File: config.mk
export PLATFORM = sky130hd
export DESIGN_NAME = branch_redirect_ctrl_flat
export DESIGN_NICKNAME = d
export VERILOG_FILES = /design/src/rtl/branch_redirect_ctrl_if.sv /design/src/rtl/branch_redirect_ctrl.sv /design/src/flat_wrapper.sv
export SDC_FILE = /design/constraint.sdc
export NUM_CORES = 1
export LEC_CHECK = 0
export ABC_AREA = 1
export CORE_ASPECT_RATIO = 0.5
export CORE_MARGIN = 2
export CORE_UTILIZATION = 35
export DETAILED_ROUTE_END_ITERATION = 6
export GPL_ROUTABILITY_DRIVEN = 0
export PLACE_DENSITY = 0.62
export SYNTH_ARGS = -nofsm -noshare
export SYNTH_HDL_FRONTEND = slang
export SYNTH_SLANG_ARGS = --single-unit
File: constraint.sdc
create_clock -name clk -period 14.2 [get_ports clk]
set_input_delay 2.84 -clock clk [delete_from_list [all_inputs] [get_ports clk]]
set_output_delay 2.84 -clock clk [all_outputs]
set_load 0.05 [all_outputs]
File: src/rtl/branch_redirect_ctrl_if.sv
// Bundle of mem-stage, fetch-redirect and BTB-write signals for branch_redirect_ctrl.
// slave is the controller side; master is the pipeline/driver side.
interface branch_redirect_ctrl_if;
    logic        mem_valid;
    logic        mem_hold;
    logic [31:0] mem_pc;
    logic        modify_pc;
    logic [31:0] update_pc;
    logic        btb_update;
    logic [31:0] btb_update_target;
    logic        branch_taken;
    logic        fetch_ready;
    logic        btb_wr_ready;

    logic        redirect_valid;
    logic [31:0] redirect_pc;
    logic        flush_if;
    logic        flush_id;
    logic        flush_ex;
    logic        btb_wr_valid;
    logic [31:0] btb_wr_pc;
    logic [31:0] btb_wr_target;
    logic        btb_wr_taken;
    logic        stall_req;

    modport master (
        output mem_valid, mem_hold, mem_pc, modify_pc, update_pc,
               btb_update, btb_update_target, branch_taken,
               fetch_ready, btb_wr_ready,
        input  redirect_valid, redirect_pc, flush_if, flush_id, flush_ex,
               btb_wr_valid, btb_wr_pc, btb_wr_target, btb_wr_taken, stall_req
    );

    modport slave (
        input  mem_valid, mem_hold, mem_pc, modify_pc, update_pc,
               btb_update, btb_update_target, branch_taken,
               fetch_ready, btb_wr_ready,
        output redirect_valid, redirect_pc, flush_if, flush_id, flush_ex,
               btb_wr_valid, btb_wr_pc, btb_wr_target, btb_wr_taken, stall_req
    );
endinterface

File: src/rtl/branch_redirect_ctrl.sv
// Mem-stage redirect controller with a BTB training queue.
// Define REDIRECT_PERF_CNT_EN to add redirect_count / btb_stall_count outputs.
module branch_redirect_ctrl #(
    parameter int unsigned BTB_Q_DEPTH = 2
) (
    input  logic                    clk,
    input  logic                    rst,
    branch_redirect_ctrl_if.slave   bus
`ifdef REDIRECT_PERF_CNT_EN
    ,
    output logic [31:0]             redirect_count,
    output logic [31:0]             btb_stall_count
`endif
);

    localparam int unsigned PTR_W = $clog2(BTB_Q_DEPTH);
    localparam int unsigned CNT_W = $clog2(BTB_Q_DEPTH) + 1;

    typedef enum logic {
        IDLE,
        REDIRECT
    } state_t;

    state_t            state;
    state_t            state_next;
    logic [31:0]       target_q;

    logic [31:0]       q_pc     [BTB_Q_DEPTH];
    logic [31:0]       q_target [BTB_Q_DEPTH];
    logic [BTB_Q_DEPTH-1:0] q_taken;
    logic [PTR_W-1:0]  wr_ptr;
    logic [PTR_W-1:0]  rd_ptr;
    logic [CNT_W-1:0]  count;

    logic full;
    logic empty;
    logic stall;
    logic accept;
    logic capture;
    logic push;
    logic pop;

    // A full queue only blocks the mem stage when the BTB cannot drain this cycle,
    // so accept never pushes into a queue that is not also popping.
    always_comb begin
        full    = (count == CNT_W'(BTB_Q_DEPTH));
        empty   = (count == '0);
        stall   = !rst && bus.mem_valid && bus.btb_update && full && !bus.btb_wr_ready;
        accept  = !rst && bus.mem_valid && !bus.mem_hold && !stall && (state == IDLE);
        capture = accept && bus.modify_pc;
        push    = accept && bus.btb_update;
        pop     = !rst && !empty && bus.btb_wr_ready;
    end

    always_ff @(posedge clk) begin
        if (rst) begin
            state    <= IDLE;
            target_q <= '0;
        end else begin
            state <= state_next;
            if (capture) begin
                target_q <= bus.update_pc;
            end
        end
    end

    always_comb begin
        state_next         = state;
        bus.redirect_valid = 1'b0;
        bus.flush_if       = 1'b0;
        bus.flush_id       = 1'b0;
        bus.flush_ex       = 1'b0;
        case (state)
            IDLE: begin
                if (capture) begin
                    state_next   = REDIRECT;
                    bus.flush_if = 1'b1;
                    bus.flush_id = 1'b1;
                    bus.flush_ex = 1'b1;
                end
            end
            REDIRECT: begin
                bus.redirect_valid = 1'b1;
                bus.flush_if       = !rst;
                bus.flush_id       = !rst;
                bus.flush_ex       = !rst;
                if (bus.fetch_ready) begin
                    state_next = IDLE;
                end
            end
            default: state_next = IDLE;
        endcase
    end

    always_comb begin
        bus.redirect_pc   = target_q;
        bus.stall_req     = stall;
        bus.btb_wr_valid  = !rst && !empty;
        bus.btb_wr_pc     = q_pc[rd_ptr];
        bus.btb_wr_target = q_target[rd_ptr];
        bus.btb_wr_taken  = q_taken[rd_ptr];
    end

    always_ff @(posedge clk) begin
        if (push) begin
            q_pc[wr_ptr]     <= bus.mem_pc;
            q_target[wr_ptr] <= bus.btb_update_target;
            q_taken[wr_ptr]  <= bus.branch_taken;
        end
    end

    always_ff @(posedge clk) begin
        if (rst) begin
            wr_ptr <= '0;
            rd_ptr <= '0;
            count  <= '0;
        end else begin
            if (push) begin
                wr_ptr <= wr_ptr + PTR_W'(1);
            end
            if (pop) begin
                rd_ptr <= rd_ptr + PTR_W'(1);
            end
            case ({push, pop})
                2'b10:   count <= count + CNT_W'(1);
                2'b01:   count <= count - CNT_W'(1);
                default: count <= count;
            endcase
        end
    end

`ifdef REDIRECT_PERF_CNT_EN
    always_ff @(posedge clk) begin
        if (rst) begin
            redirect_count  <= '0;
            btb_stall_count <= '0;
        end else begin
            if (capture) begin
                redirect_count <= redirect_count + 32'd1;
            end
            if (stall) begin
                btb_stall_count <= btb_stall_count + 32'd1;
            end
        end
    end
`else
    // Performance counters are not built in this configuration.
`endif

endmodule

File: src/flat_wrapper.sv
// flat-port wrapper written by rule: the top's interface ports become plain ports
module branch_redirect_ctrl_flat 
#(
    parameter int unsigned BTB_Q_DEPTH = 2
)
  (clk, rst, bus_mem_valid, bus_mem_hold, bus_mem_pc, bus_modify_pc, bus_update_pc, bus_btb_update, bus_btb_update_target, bus_branch_taken, bus_fetch_ready, bus_btb_wr_ready, bus_redirect_valid, bus_redirect_pc, bus_flush_if, bus_flush_id, bus_flush_ex, bus_btb_wr_valid, bus_btb_wr_pc, bus_btb_wr_target, bus_btb_wr_taken, bus_stall_req);
  branch_redirect_ctrl_if bus_i ();
  input  logic clk;
  input  logic rst;
  input wire logic [$bits(bus_i.mem_valid)-1:0] bus_mem_valid;
  input wire logic [$bits(bus_i.mem_hold)-1:0] bus_mem_hold;
  input wire logic [$bits(bus_i.mem_pc)-1:0] bus_mem_pc;
  input wire logic [$bits(bus_i.modify_pc)-1:0] bus_modify_pc;
  input wire logic [$bits(bus_i.update_pc)-1:0] bus_update_pc;
  input wire logic [$bits(bus_i.btb_update)-1:0] bus_btb_update;
  input wire logic [$bits(bus_i.btb_update_target)-1:0] bus_btb_update_target;
  input wire logic [$bits(bus_i.branch_taken)-1:0] bus_branch_taken;
  input wire logic [$bits(bus_i.fetch_ready)-1:0] bus_fetch_ready;
  input wire logic [$bits(bus_i.btb_wr_ready)-1:0] bus_btb_wr_ready;
  output wire logic [$bits(bus_i.redirect_valid)-1:0] bus_redirect_valid;
  output wire logic [$bits(bus_i.redirect_pc)-1:0] bus_redirect_pc;
  output wire logic [$bits(bus_i.flush_if)-1:0] bus_flush_if;
  output wire logic [$bits(bus_i.flush_id)-1:0] bus_flush_id;
  output wire logic [$bits(bus_i.flush_ex)-1:0] bus_flush_ex;
  output wire logic [$bits(bus_i.btb_wr_valid)-1:0] bus_btb_wr_valid;
  output wire logic [$bits(bus_i.btb_wr_pc)-1:0] bus_btb_wr_pc;
  output wire logic [$bits(bus_i.btb_wr_target)-1:0] bus_btb_wr_target;
  output wire logic [$bits(bus_i.btb_wr_taken)-1:0] bus_btb_wr_taken;
  output wire logic [$bits(bus_i.stall_req)-1:0] bus_stall_req;
  assign bus_i.mem_valid = bus_mem_valid;
  assign bus_i.mem_hold = bus_mem_hold;
  assign bus_i.mem_pc = bus_mem_pc;
  assign bus_i.modify_pc = bus_modify_pc;
  assign bus_i.update_pc = bus_update_pc;
  assign bus_i.btb_update = bus_btb_update;
  assign bus_i.btb_update_target = bus_btb_update_target;
  assign bus_i.branch_taken = bus_branch_taken;
  assign bus_i.fetch_ready = bus_fetch_ready;
  assign bus_i.btb_wr_ready = bus_btb_wr_ready;
  assign bus_redirect_valid = bus_i.redirect_valid;
  assign bus_redirect_pc = bus_i.redirect_pc;
  assign bus_flush_if = bus_i.flush_if;
  assign bus_flush_id = bus_i.flush_id;
  assign bus_flush_ex = bus_i.flush_ex;
  assign bus_btb_wr_valid = bus_i.btb_wr_valid;
  assign bus_btb_wr_pc = bus_i.btb_wr_pc;
  assign bus_btb_wr_target = bus_i.btb_wr_target;
  assign bus_btb_wr_taken = bus_i.btb_wr_taken;
  assign bus_stall_req = bus_i.stall_req;
  branch_redirect_ctrl #(.BTB_Q_DEPTH(BTB_Q_DEPTH)) u_core (.clk(clk), .rst(rst), .bus(bus_i));
endmodule
==> impl_metrics.ini, run 1 <==
[run_status]
status = completed

[yosys]
synth_commonest_cells = edfxtp_1 (130), inv_1 (107), nand2_1 (75)
syn_inst = 529
synth_top_family_by_area = multiplexers
ys.flop_type = edfxtp_1
yosysUniqueCellTypes = 21
yosys.area_share.simple = 0.103
synth_area_leaders = edfxtp_1 (58%), dfxtp_1 (11%), mux2_2 (11%), inv_1 (6.0%), nand2_1 (4.2%)
synth_compound_area_frac = 0.00600
yosysWarnings = 0
synth_edf_count = 130
netlist_area_um2 = 6670
synth.area.mux_share = 0.108
yosys.area.top_type = edfxtp_1
postSynthAreaPerCell_um2 = 12.6
yosysSeqAreaShare = 0.699
synth.most_common_cell = edfxtp_1
synth_xor_area_frac = 0.00131
synth-seq-cells = 168
synth_nets = 635
synth-adder-area-share = 0.00187
synthArstFlopShare = 0
yosys.area.top_type_share = 0.585

[power_and_ir_drop]
p_seq_frac = 0.489
power.switching_uw = 280
power_frac_comb = 0.104
leakagePower_uw = 0.00360
ir_drop_uv = 74.6
switching_share = 0.254
p_clk_frac = 0.406
internal-power_uw = 823
p_per_area_nw_per_um2 = 116

[timing]
fin_setup_tns_ns = 0
period_needed_ns = 9.03
rsz0062_at_grt = no
timing.final.crit_share = 0.636
setup_viol = 0
fmax_mhz = 111
maxSlewViolCount = 0
fin_skew_ns = 0.0113
holdWs_ns = 0.509
slew_headroom = 0.390
tightestPinTransition_ns = 0.915
hold_viol = 0

[final_layout]
nFillCells = 1637
areaGrowthSynthToFinish_pct = 43.1
fin_cells = 1005
antennaDiodeCount = 0
drive_above_1_share = 0.146
final_util = 0.516
num-nets-final = 839

[floorplan]
chipHeight_um = 102
dieArea_um2 = 20300
ios = 208
num_rows = 35
core_area_um2 = 18500
start_util = 0.360
dieWidth_um = 199

[hold_path]
holdPathStages = 4
hp-start = u_core.bus.redirect_pc[15]$_SDFFE_PP0P_
hold_end = u_core.bus.redirect_pc[15]$_SDFFE_PP0P_
hold_class = reg -> reg

[clock_tree]
htreeDepth = 4
cts_buffer_depth = 2
hold_buffers = 0
post_cts_resized = 0
cts_tree = built
root_buffer = clkbuf_16
clk_pin_slew_worst_paths_ns = 0.06
clock_sinks = 168
cts_setup_buffers = 0
clk_latency_ns = 0.42
numCtsBuffers = 17

[setup_path]
critPathRequiredTime_ns = 11.36
timing.rr.start = u_core.state$_SDFF_PP0_
timing.setup.critical_path_class = in -> out
path_cells = clkdlybuf4s50_1 -> inv_2 -> nand2_2 -> nor2_4 -> nand3_4 -> nand2_1 -> clkdlybuf4s50_1
start_kind = primary input
cp.arrival_ns = 6.19
cpMaxStageDelayCell = clkdlybuf4s50_1
endpoint_kind = output port
r2r-end = u_core.q_target[0][14]$_DFFE_PP_
r2r_cells = 6
path_common_cell = clkdlybuf4s50_1
r2r_setup_slack_ns = 11.52
cp_max_fo = 38
slowest_delay_ns = 0.84

[global_route]
grt_pass1_wl_um = 22200
grt_pass1_vias = 4277
overflow = 0
grt_max_degree = 66
grt_usage = 0.145
antenna_found_initial = 0

[place]
placed_cells = 973
io_buffers = 207
dp_hpwl_um = 9710

[drt]
via_per_inst = 4.28
dr.pass1.iters = 5
drcViolationCount = 0
avgRoutedWirePerCell_um = 14.7
ant_nets = 0
num_vias = 4306
wl_um = 14800
drt_iter0_markers = 145

[run]
maxCapViolations = 0
## logic make-up after synthesis
logic type,after synthesis
multiplexers,64
flip-flops,168
adder cells (fa/ha/maj),1
AND/OR/NAND/NOR,152
XOR/XNOR,1
buffers and inverters,135
AO/OA/AOI/OAI,8
## registers in the layout, summed over array words and instances (netlist names), named ones only
signal,count
u_core.q_pc,64
u_core.q_target,64
u_core.bus.redirect_pc,32
u_core.count,2
u_core.q_taken,2
u_core.rd_ptr,1
u_core.state,1
u_core.wr_ptr,1
## per-layer routing
layer  share of wire  wire length, µm  vias to the layer above  track usage
li1                -                -                     2154            -
met1            0.43             6340                     2053        0.171
met2            0.53             7800                       87        0.263
met3           0.036              534                       12       0.0366
met4          0.0091              135                        0       0.0465
met5               0                0                        -            0
## cells in the final DEF (no fill, tap or decap)
master / n
nor2_1: 38
xor2_1: 1
clkdlybuf4s50_1: 207
a21oi_1: 4
clkinvlp_4: 2
nand2_2: 1
edfxtp_1: 130
mux2_2: 64
inv_6: 6
dfxtp_1: 37
inv_2: 3
nand4_1: 33
nand3_1: 1
clkbuf_16: 17
clkinv_2: 1
nor2_4: 2
nand3_4: 1
buf_4: 4
nand3_2: 1
ha_1: 1
clkinv_8: 2
inv_1: 106
o21ai_0: 4
dfxtp_2: 1
inv_8: 4
nand2_1: 75
## power groups by stage
stage,clock network (µW),registers [µW],logic (µW)
2_1_floorplan,0,562,49.6
3_3_place_gp,0,551,115
3_5_place_dp,0,551,116
4_1_cts,461,540,116
5_1_grt,480,541,123
6_report,448,540,115
## worst max-delay path by stage
stage                        end  slack [ns]  from
detailed placement  bus_flush_ex        5.17   rst
floorplan           bus_flush_id        7.30   rst
global route        bus_flush_ex        4.90   rst
CTS                 bus_flush_ex        5.16   rst
global placement    bus_flush_id        5.25   rst
finish              bus_flush_ex        5.17   rst
## per-stage QoR
| stage | instance area, µm² | total power, µW | setup slack (ns) |
|---|---|---|---|
| global placement | 8970 | 666 | 5.25 |
| detailed placement | 8970 | 667 | 5.17 |
| global route | 9550 | 1140 | 4.90 |
| CTS | 9550 | 1120 | 5.16 |
| finish | 9550 | 1100 | 5.17 |
| floorplan | 6670 | 612 | 7.30 |
## critical path: cells and delay by family
family                 cells  cell delay [ns]
buffers and inverters      3             1.79
and+or+nand+nor            4             1.52
## layout make-up
class                      instances  area [µm²]  area share
tap                              259         324      0.0339
sequential                       168        4670       0.489
timing repair buffer             211        2100       0.220
multi-input combinational        226        1470       0.154
inverter                         109         409      0.0428
clock buffer                      17         425      0.0445
clock inverter                    15         150      0.0157
(Power assumes the default switching activity.)
==> run 2: changes to the inputs <==
--- a/config.mk
+++ b/config.mk
@@ -11,7 +11,7 @@
 export CORE_UTILIZATION = 35
 export DETAILED_ROUTE_END_ITERATION = 6
 export GPL_ROUTABILITY_DRIVEN = 0
-export PLACE_DENSITY = 0.62
+export PLACE_DENSITY = 0.64
 export SYNTH_ARGS = -nofsm -noshare
 export SYNTH_HDL_FRONTEND = slang
 export SYNTH_SLANG_ARGS = --single-unit
==> constraint.sdc (replaced) <==
create_clock -name clk -period 8.1 [get_ports clk]
set_input_delay 1.62 -clock clk [delete_from_list [all_inputs] [get_ports clk]]
set_output_delay 1.62 -clock clk [all_outputs]
set_load 0.05 [all_outputs]
==> run 2 against run 1 <==
Against the previous run: first-iteration DRC count is 2.1% lower; utilization increased by 0.061 points; combinational power is 76% higher; clock power increased by 83%; sequential share of layout area fell by 0.058 points; final cell count about the same; flip-flop and latch count did not move; non-clock buffer count is 1 lower; total power up 78%; die area unchanged; largest power group unchanged.
==> impl_metrics.ini, run 2 (synthesis results as in run 1) <==
[drt]
drt_iter0_markers = 142
num_vias = 4331
dr.max_layer_used = met4
wl_met1_um = 6220
wl_um = 14700
route.met2.wl_um = 7660
avgRoutedWirePerCell_um = 14.6
via_per_inst = 4.31
wl_met3_um = 578
ant_nets = 0
drcViolationCount = 0
dr.pass1.iters = 4

[place]
dpl-instance-area_um2 = 8970
io_buffers = 207
dp_hpwl_um = 9600

[setup_path]
start_kind = primary input
r2r_setup_slack_ns = 5.38
r2r_cells = 6
cp_max_fo = 38
cp.arrival_ns = 5.03
endpoint_kind = output port
critPathRequiredTime_ns = 6.48
r2r-end = u_core.q_target[0][31]$_DFFE_PP_
timing.setup.critical_path_class = in -> out
timing.rr.start = u_core.state$_SDFF_PP0_

[power_and_ir_drop]
ir_drop_uv = 152
p_per_area_nw_per_um2 = 206
power.total_uw = 1970
leakagePower_uw = 0.00361

[hold_path]
hp-start = u_core.bus.redirect_pc[30]$_SDFFE_PP0P_
hold_class = reg -> reg
hold_end = u_core.bus.redirect_pc[30]$_SDFFE_PP0P_
holdPathStages = 4

[clock_tree]
clk_pin_slew_worst_paths_ns = 0.07
cts_buffer_depth = 2
root_buffer = clkbuf_16
cts_setup_buffers = 0
clk_latency_ns = 0.42
post_cts_resized = 0
htreeDepth = 4
cts_tree = built
clock_sinks = 168
hold_buffers = 0
numCtsBuffers = 17

[final_layout]
areaGrowthSynthToFinish_pct = 43.3
register_area_um2 = 4670
nFillCells = 1620
final_common_cell = clkdlybuf4s50_1
drive_above_1_share = 0.142
multiInputGateArea_um2 = 1470
most-common-layout-cells = clkdlybuf4s50_1 (207), edfxtp_1 (130), inv_1 (106)
final_cell_area_um2 = 9560
antennaDiodeCount = 0
num-nets-final = 838

[timing]
tightestPinTransition_ns = 1.18
period_needed_ns = 6.65
fmax_mhz = 150
slew_headroom = 0.213
setup_viol = 0
maxSlewViolCount = 0
fin_skew_ns = 0.0132
fin_setup_tns_ns = 0
hold_viol = 0
rsz0062_at_grt = no
holdWs_ns = 0.512
timing.final.crit_share = 0.821

[floorplan]
num_rows = 35
start_util = 0.360
dieWidth_um = 199
ios = 208
dieArea_um2 = 20300
chipHeight_um = 102
core_area_um2 = 18500

[global_route]
grt_pass1_wl_um = 22100
grt_pass1_vias = 4277
antenna_found_initial = 0
grt_usage = 0.145
overflow = 0
grt_max_degree = 66

[run]
maxCapViolations = 0

[run_status]
status = completed
==> run 2: changes by cell type in the layout (fill, tap and decap cells not counted), sizes merged <==
cell    before  now
buf          4    3
bufinv       0    2
clkbuf      17   18
clkinv       3    4
inv        119  115
==> run 2: stage by stage <==
stage / std cells / utilization / setup slack (ns)
floorplan: 529 / - / 2.84
CTS: 1004 / 0.516 / 1.45
global placement: 972 / 0.484 / 1.52
finish: 1004 / 0.516 / 1.45
detailed placement: 972 / 0.484 / 1.47
global route: 1004 / 0.516 / 1.24
==> run 2: layer usage <==
| metal | global-route usage | up-vias |
|---|---|---|
| met5 | 0 | - |
| met3 | 0.0373 | 15 |
| met4 | 0.0511 | 0 |
| li1 | - | 2159 |
| met2 | 0.262 | 99 |
| met1 | 0.168 | 2058 |
==> run 2: worst max-delay path by stage <==
stage / from / to / slack, ns
after detailed placement: rst / bus_flush_if / 1.47
after global placement: rst / bus_flush_id / 1.52
after CTS: rst / bus_flush_if / 1.45
after global routing: rst / bus_flush_if / 1.24
after floorplan: rst / u_core.q_pc[0][0]$_DFFE_PP_ / 2.84
final: rst / bus_flush_if / 1.45
==> run 2: layout make-up <==
class / count / share of cell area
repair buffers: 210 / 0.219
multi-input cells: 226 / 0.154
inverters: 109 / 0.0428
flip-flops and latches: 168 / 0.488
clock buffers: 18 / 0.0449
clock inverters: 14 / 0.0173
well taps: 259 / 0.0339
==> run 2: critical path, stage by stage <==
cell	delay (ns)
clkdlybuf4s50_1	0.48
inv_2	0.51
nand2_2	0.12
nor2_4	0.70
nand3_4	0.45
nand2_1	0.28
clkdlybuf4s50_1	0.83
==> run 2: power breakdown <==
group | internal, µW | switching [µW] | total (µW)
sequential | 941 | 5.72 | 947
clock | 464 | 356 | 820
combinational | 90.6 | 112 | 202
total | 1500 | 473 | 1970
